<file path="src/rtl/mul_csa_accum.sv">
// mul_csa_accum: sequential 3:2 carry-save accumulator that resolves a partial-product stream into one selected product half
// Optional feature: define MUL_CSA_ACC_FLUSH_EN to add the flush port.
`ifndef WORD_WIDTH
`define WORD_WIDTH 32
`endif

module mul_csa_accum #(
    parameter int WORD_WIDTH = `WORD_WIDTH,
    parameter int PPW        = 2 * (WORD_WIDTH + 1),
    parameter int MAX_PP     = 17,
    parameter int TAG_W      = 6
) (
    input  logic                  clk,
    input  logic                  rst_n,
`ifdef MUL_CSA_ACC_FLUSH_EN
    input  logic                  flush,
`endif
    input  logic                  pp_valid,
    output logic                  pp_ready,
    input  logic [PPW-1:0]        pp_data,
    input  logic                  pp_last,
    input  logic                  pp_hi_sel,
    input  logic [TAG_W-1:0]      pp_tag,
    output logic                  res_valid,
    input  logic                  res_ready,
    output logic [WORD_WIDTH-1:0] res_data,
    output logic [TAG_W-1:0]      res_tag,
    output logic                  res_err
);
    localparam int CW = $clog2(MAX_PP + 1);

    typedef enum logic [1:0] {IDLE, ACCUM, RESOLVE, DONE} state_t;

    state_t                  st, nst;
    logic [PPW-1:0]          sum, carry;
    logic [2*WORD_WIDTH-1:0] prod;
    logic [CW-1:0]           cnt;
    logic [TAG_W-1:0]        tag;
    logic                    hi_sel, err, fl, accept, term;

`ifdef MUL_CSA_ACC_FLUSH_EN
    assign fl = flush;
`else
    assign fl = 1'b0;
`endif

    assign accept = pp_valid & pp_ready;
    // the beat about to be accepted is the last one this op may take
    assign term = (cnt == CW'(MAX_PP - 1));

    // state register
    always_ff @(posedge clk) begin
        if (!rst_n) st <= IDLE;
        else        st <= nst;
    end

    // next-state: collect beats, one resolve cycle, then hold until the consumer takes the result
    always_comb begin
        nst = st;
        if (fl) nst = IDLE;
        else begin
            case (st)
                IDLE:    if (accept) nst = pp_last ? RESOLVE : ACCUM;
                ACCUM:   if (accept && (pp_last || term)) nst = RESOLVE;
                RESOLVE: nst = DONE;
                DONE:    if (res_ready) nst = IDLE;
                default: nst = IDLE;
            endcase
        end
    end

    // outputs decoded from state and the registered op context
    always_comb begin
        pp_ready  = (st == IDLE) || (st == ACCUM);
        res_valid = (st == DONE);
        res_data  = hi_sel ? prod[2*WORD_WIDTH-1:WORD_WIDTH] : prod[WORD_WIDTH-1:0];
        res_tag   = tag;
        res_err   = err;
    end

    // datapath: load first beat, compress later beats 3:2, resolve once with a single carry-propagate add
    always_ff @(posedge clk) begin
        if (!rst_n) begin
            sum    <= '0;
            carry  <= '0;
            prod   <= '0;
            cnt    <= '0;
            tag    <= '0;
            hi_sel <= 1'b0;
            err    <= 1'b0;
        end else if (fl) begin
            cnt <= '0;
            err <= 1'b0;
        end else begin
            case (st)
                IDLE: if (accept) begin
                    sum    <= pp_data;
                    carry  <= '0;
                    cnt    <= CW'(1);
                    hi_sel <= pp_hi_sel;
                    tag    <= pp_tag;
                    err    <= 1'b0;
                end
                ACCUM: if (accept) begin
                    sum   <= sum ^ carry ^ pp_data;
                    carry <= ((sum & carry) | (sum & pp_data) | (carry & pp_data)) << 1;
                    cnt   <= cnt + 1'b1;
                    err   <= term & ~pp_last;
                end
                RESOLVE: prod <= (2*WORD_WIDTH)'(sum + carry);
                DONE:    if (res_ready) err <= 1'b0;
                default: ;
            endcase
        end
    end
endmodule

</file>
<file path="config.mk">
export PLATFORM = sky130hd
export DESIGN_NAME = mul_csa_accum
export DESIGN_NICKNAME = d
export VERILOG_FILES = /design/src/rtl/mul_csa_accum.sv
export SDC_FILE = /design/constraint.sdc
export NUM_CORES = 1
export LEC_CHECK = 0
export BUFFER_PORTS_ARGS = -buffer_cell sky130_fd_sc_hd__buf_2
export CAP_MARGIN = 20
export CORE_ASPECT_RATIO = 1.2
export CORE_MARGIN = 1.5
export CORE_UTILIZATION = 55
export CTS_CLUSTER_SIZE = 8
export DETAILED_ROUTE_END_ITERATION = 10
export HOLD_SLACK_MARGIN = 0.06
export PLACE_DENSITY = 0.72
export SLEW_MARGIN = 20
export SYNTH_ARGS = -nofsm -noshare
export SYNTH_HDL_FRONTEND = slang
export SYNTH_SLANG_ARGS = --single-unit
</file>
<file path="constraint.sdc">
create_clock -name clk -period 8.85 [get_ports clk]
set_clock_uncertainty 0.15 [all_clocks]
set_input_delay 0.4425 -clock clk [delete_from_list [all_inputs] [get_ports clk]]
set_output_delay 0.4425 -clock clk [all_outputs]
set_load 0.05 [all_outputs]
</file>
==> results of run 1 <==
path summary, 6_finish.rpt:
path                                       startpoint                    end  slack (ns)  cells after the start
worst max-delay path              sum[1]$_SDFFE_PN0P_  prod[39]$_SDFFE_PN0P_        4.90                     14
worst min-delay path                      pp_data[13]   sum[13]$_SDFFE_PN0P_        0.07                      3
worst max register to register    sum[1]$_SDFFE_PN0P_  prod[39]$_SDFFE_PN0P_        4.90                     14
worst min register to register  prod[56]$_SDFFE_PN0P_  prod[56]$_SDFFE_PN0P_        0.30                      2
routing by layer:
metal,vias up,global-route usage,part of all wire
li1,5995,-,-
met1,5806,0.344,0.43
met2,282,0.466,0.49
met3,87,0.0297,0.045
met4,0,0.103,0.037
met5,-,0,0
state kept, by name (all words and copies together), names as in the netlist:
signal	flops
cnt	5
res_tag	6
prod	64
st	2
res_err	1
carry	63
hi_sel	1
sum	64
cells in the mapped netlist, types with 20 or more instances:
| cell | instances |
|---|---|
| fa_1 | 63 |
| or3_1 | 63 |
| inv_1 | 214 |
| o211ai_1 | 63 |
| nand3_1 | 35 |
| nand2_1 | 247 |
| dfxtp_1 | 206 |
| o21ai_0 | 49 |
| nor2_1 | 103 |
| mux2_2 | 33 |
| xor2_1 | 20 |
| clkbuf_1 | 97 |
| ha_1 | 69 |
| mux2i_1 | 46 |
| xnor2_1 | 38 |
| a21oi_1 | 225 |
| a21o_1 | 24 |
critical path: stages, from the launching register on:
cell and delay, ns:
dfxtp_1 0.35, ha_1 0.20, inv_1 0.06, fa_1 0.39
and2b_1 0.23, o31a_2 0.18, a41oi_2 0.22, o41ai_2 0.48
a311o_1 0.28, a31oi_1 0.15, o31a_1 0.33, o31a_1 0.34
a22oi_2 0.17, xnor2_1 0.16, a21oi_1 0.09
logic make-up after synthesis:
logic type      after synthesis
simple gates                506
compound gates              449
buf+inv                     319
flops                       206
fa+ha+maj                   132
mux                          79
xor+xnor                     58
where the power goes:
part / internal [µW] / switching [µW]
Clock: 576 / 411
Combinational: 464 / 957
Sequential: 1070 / 117
Total: 2110 / 1490
cell type report:
cell class	count	area (µm²)	area share
sequential	206	4120	0.269
clock inverter	1	20.0	0.00131
timing repair buffer	134	743	0.0486
clock buffer	31	733	0.0479
multi-input combinational	1224	8460	0.553
inverter	215	812	0.0531
tap	325	407	0.0266
through the flow:
stage	hold WS (ns)	cell area, µm²
finish	0.0720	15300
global route	0.0793	15300
CTS	0.0601	15300
detailed placement	0.290	14400
global placement	0.283	14400
floorplan	0.270	13800
what timing repair did:
item,in CTS,in global routing
hold buffers,11,0
setup buffers,0,0
endpoints found under the hold margin,11,0
resized for setup,0,0
==> results.yml, run 1 <==
finish:
  layout.cells.non_filler: 2136
  layout_common_cells: "nand2_1 (246), a21oi_1 (225), inv_1 (212)"
  syn2layout_area_growth_pct: 11.2
  finalNetCount: 2020
  fillers: 2189
  n_antenna_cell: 0
  final_common_cell: "nand2_1"
  finish.utilization: 0.620
  drive_gt1_frac: 0.112
power:
  cellPowerDensity_nw_per_um2: 235
  peakVddDrop_v: 0.000163
  total_power_uw: 3600
  leakage_uw: 0.00596
global_routing:
  grt-ovfl-total: 0
  grt_pass1_wl_mm: 57.6
  grt_max_degree: 102
  track_usage: 0.269
  antenna_found_initial: 0
  grt_pass1_vias: 11800
floorplanning:
  die_area_um2: 26000
  die_height_um: 176
  io_pins: 119
  die-width_um: 147
  rows: 63
  core_area_um2: 24700
  start_util: 0.558
placement:
  hpwl_mm: 24.1
  gp_congestion: 0.952
  place_inst: 2093
  port_buffers: 116
  dp_slack_ns: 4.96
clocking:
  cts_num_sinks: 206
  clockRootBuffer: "clkbuf_16"
  numCtsBuffers: 29
  cts.reportedPaths.clkPinSlew_ns: 0.05
  clock_path_buffers: 3
  cts.htree.levels: 1
  cts_tree: "yes"
  insertion_delay_ns: 0.56
min_path:
  hp-class: "primary input to flop"
worst_setup_path:
  startpoint_type: "flop"
  cp.arrival_ns: 4.19
  crit_type: "flop to flop"
  cp.required_ns: 9.10
  cp_max_fo: 4
  setup.worst_path.end_class: "flop"
drt:
  drtIter0Drc: 682
  drt_first_pass_iters: 5
  ant_nets: 0
  routed_wirelength_mm: 35.0
  wire_per_inst_um: 16.4
  num_vias: 12200
  route.detailed.drc: 0
  avgViaCountPerCell: 5.70
sta:
  finalMaxSlewViolations: 0
  max_freq_mhz: 253
  rsz0062_at_grt: "false"
  tightest_slew_ns: 1.07
  finalWorstSetupSlack_ns: 4.90
  tns_ns: 0
  min_period_over_period: 0.446
  setup_viol: 0
  fin_crit_ns: 3.95
  slew_headroom: 0.284
  timing.final.hold_violations: 0
logic_synthesis:
  ys_seq_elements: 206
  synth.area.top_cells: "dfxtp_1 (30%), fa_1 (9.2%), a21oi_1 (8.2%)"
  synthMuxAreaShare: 0.0605
  ys.flop_type: "dfxtp_1"
  synth_xor_area_frac: 0.0369
  synth_top_family_by_area: "compound AO/OA/AOI/OAI gates"
  synthAdderAreaFrac: 0.154
  synth_edf_count: 0
  syn_area_um2: 13800
  yosys.area.top_type: "dfxtp_1"
  synth_nets: 1959
  yosys.area_share.simple: 0.163
  synth_top_area_frac: 0.300
  async_flop_share: 0
  synth_area_per_cell_um2: 7.87
  synth_cells: 1749
  synth.lib_cells_used.distinct: 58
  yosysWarnings: 0
  synth-compound-area-share: 0.199
  yosysSeqAreaShare: 0.300
run_status:
  status: "finished, final reports clean"
flow_run:
  drv_cap: 0
No activity file was read; power rests on OpenSTA's default activity.
==> inputs of run 2 (changes only) <==
==> constraint.sdc (replaced) <==
create_clock -name clk -period 4 [get_ports clk]
set_clock_uncertainty 0.15 [all_clocks]
set_input_delay 0.2 -clock clk [delete_from_list [all_inputs] [get_ports clk]]
set_output_delay 0.2 -clock clk [all_outputs]
set_load 0.05 [all_outputs]
==> results.yml, run 2 (same netlist as run 1, synthesis figures left out) <==
run_status:
  status: "finished, final reports clean"
worst_setup_path:
  setup.worst_path.end_class: "flop"
  cp.required_ns: 4.23
  crit_path_cell_trace: "ha_1 > inv_1 > fa_1 > and2b_1 > o31a_2 > a41oi_2 > buf_4 > o21ai_0 > buf_4 > nand4_1 > a21boi_1 > nor3_1 > nor2_1 > a211oi_1 > xnor2_1 > a21oi_1"
  crit_type: "flop to flop"
  path_common_cell: "buf_4"
  path_delay_family: "compound AO/OA/AOI/OAI gates"
  startpoint_type: "flop"
  slowest_delay_ns: 0.41
  cp_max_fo: 3
  cpMaxStageDelayCell: "nor3_1"
  critPathBufInv: 3
  cp.arrival_ns: 3.99
drt:
  num_vias: 12600
  drt_first_pass_iters: 5
  ant_nets: 0
  routed_wirelength_mm: 36.6
  route.detailed.drc: 0
  drtIter0Drc: 624
  wire_per_inst_um: 16.5
  avgViaCountPerCell: 5.68
clocking:
  clockRootBuffer: "clkbuf_16"
  insertion_delay_ns: 0.55
  cts_tree: "yes"
  cts.reportedPaths.clkPinSlew_ns: 0.05
  clock_path_buffers: 3
  cts_num_sinks: 206
  numCtsBuffers: 29
  cts.htree.levels: 1
  postCtsSetupBuffers: 0
finish:
  syn2layout_area_growth_pct: 17.2
  n_antenna_cell: 0
  finalNetCount: 2102
  multiInputGateArea_um2: 8480
  register_area_um2: 4120
  final_common_cell: "nand2_1"
  layout_common_cells: "nand2_1 (246), a21oi_1 (225), inv_1 (212)"
  reg_top3: "prod x64, sum x64, carry x63"
  fillers: 2130
  drive_gt1_frac: 0.113
power:
  total_power_uw: 8110
  leakage_uw: 0.00634
  peakVddDrop_v: 0.000337
  cellPowerDensity_nw_per_um2: 503
sta:
  fin_crit_ns: 3.75
  slew_headroom: 0.313
  setup_viol: 0
  rsz0062_at_grt: "false"
  finalMaxSlewViolations: 0
  hold_ws_ns: 0.297
  tightest_slew_ns: 1.03
  timing.final.hold_violations: 0
  min_period_over_period: 0.938
  tns_ns: 0
  max_freq_mhz: 266
global_routing:
  grt-ovfl-total: 0
  grt_pass1_vias: 12200
  grt_max_degree: 123
  grt_pass1_wl_mm: 60.3
  antenna_found_initial: 0
  track_usage: 0.282
floorplanning:
  start_util: 0.558
  die_area_um2: 26000
  rows: 63
  die-width_um: 147
  core_area_um2: 24700
  io_pins: 119
  die_height_um: 176
flow_run:
  drv_cap: 0
placement:
  hpwl_mm: 25.1
  gp_congestion: 0.920
  port_buffers: 116
min_path:
  hp-class: "flop to flop"
## run 2: changes by cell type in the layout (fill, tap and decap cells not counted), sizes merged
| cell | delta |
|---|---|
| clkbuf | -1 |
| dlygate4sd3 | +73 |
| buf | +9 |
## run 2: metrics by stage
| step | utilization | std cells | setup slack, ns | cell area [µm²] |
|---|---|---|---|---|
| floorplan | - | 1749 | 0.523 | 13800 |
| global placement | 0.589 | 2102 | 0.231 | 14500 |
| detailed placement | 0.589 | 2102 | 0.199 | 14500 |
| CTS | 0.653 | 2217 | 0.153 | 16100 |
| global route | 0.654 | 2217 | 0.0223 | 16100 |
| finish | 0.654 | 2217 | 0.247 | 16100 |
## run 2: worst paths after layout
kind / end / cells after the start / from / slack [ns]
worst max-delay path: prod[63]$_SDFFE_PN0P_ / 16 / sum[1]$_SDFFE_PN0P_ / 0.25
worst min register to register: prod[60]$_SDFFE_PN0P_ / 2 / prod[60]$_SDFFE_PN0P_ / 0.30
worst max register to register: prod[63]$_SDFFE_PN0P_ / 16 / sum[1]$_SDFFE_PN0P_ / 0.25
worst min-delay path: prod[60]$_SDFFE_PN0P_ / 2 / prod[60]$_SDFFE_PN0P_ / 0.30
## run 2: power by group
group	total (µW)	switching (µW)	internal [µW]
clock	2170	893	1280
sequential	2630	258	2370
combinational	3310	2180	1130
## run 2: timing repair
| item | CTS | global route |
|---|---|---|
| resized for setup | 0 | 1 |
| endpoints found under the hold margin | 142 | 0 |
| endpoints found under the setup margin | 0 | 1 |
| hold buffers | 84 | 0 |
## run 2: metal layers
metal | track usage | up-vias | wire [µm]
met2 | 0.500 | 358 | 18200
met1 | 0.359 | 5985 | 15700
li1 | - | 6171 | -
met4 | 0.0846 | 0 | 946
met3 | 0.0331 | 79 | 1750
met5 | 0 | - | 0
## run 2: final cells by class
| class | instances | share of cell area |
|---|---|---|
| Multi-Input combinational cell | 1224 | 0.525 |
| Timing Repair Buffer | 216 | 0.0971 |
| Sequential cell | 206 | 0.256 |
| Tap cell | 325 | 0.0252 |
| Inverter | 215 | 0.0503 |
| Clock buffer | 30 | 0.0458 |
| Clock inverter | 1 | 0.000543 |
## run 2: worst min-delay path: stages (launching register included)
cell and delay, ns:
dfxtp_1 0.30, nand2_1 0.05, o21ai_1 0.05
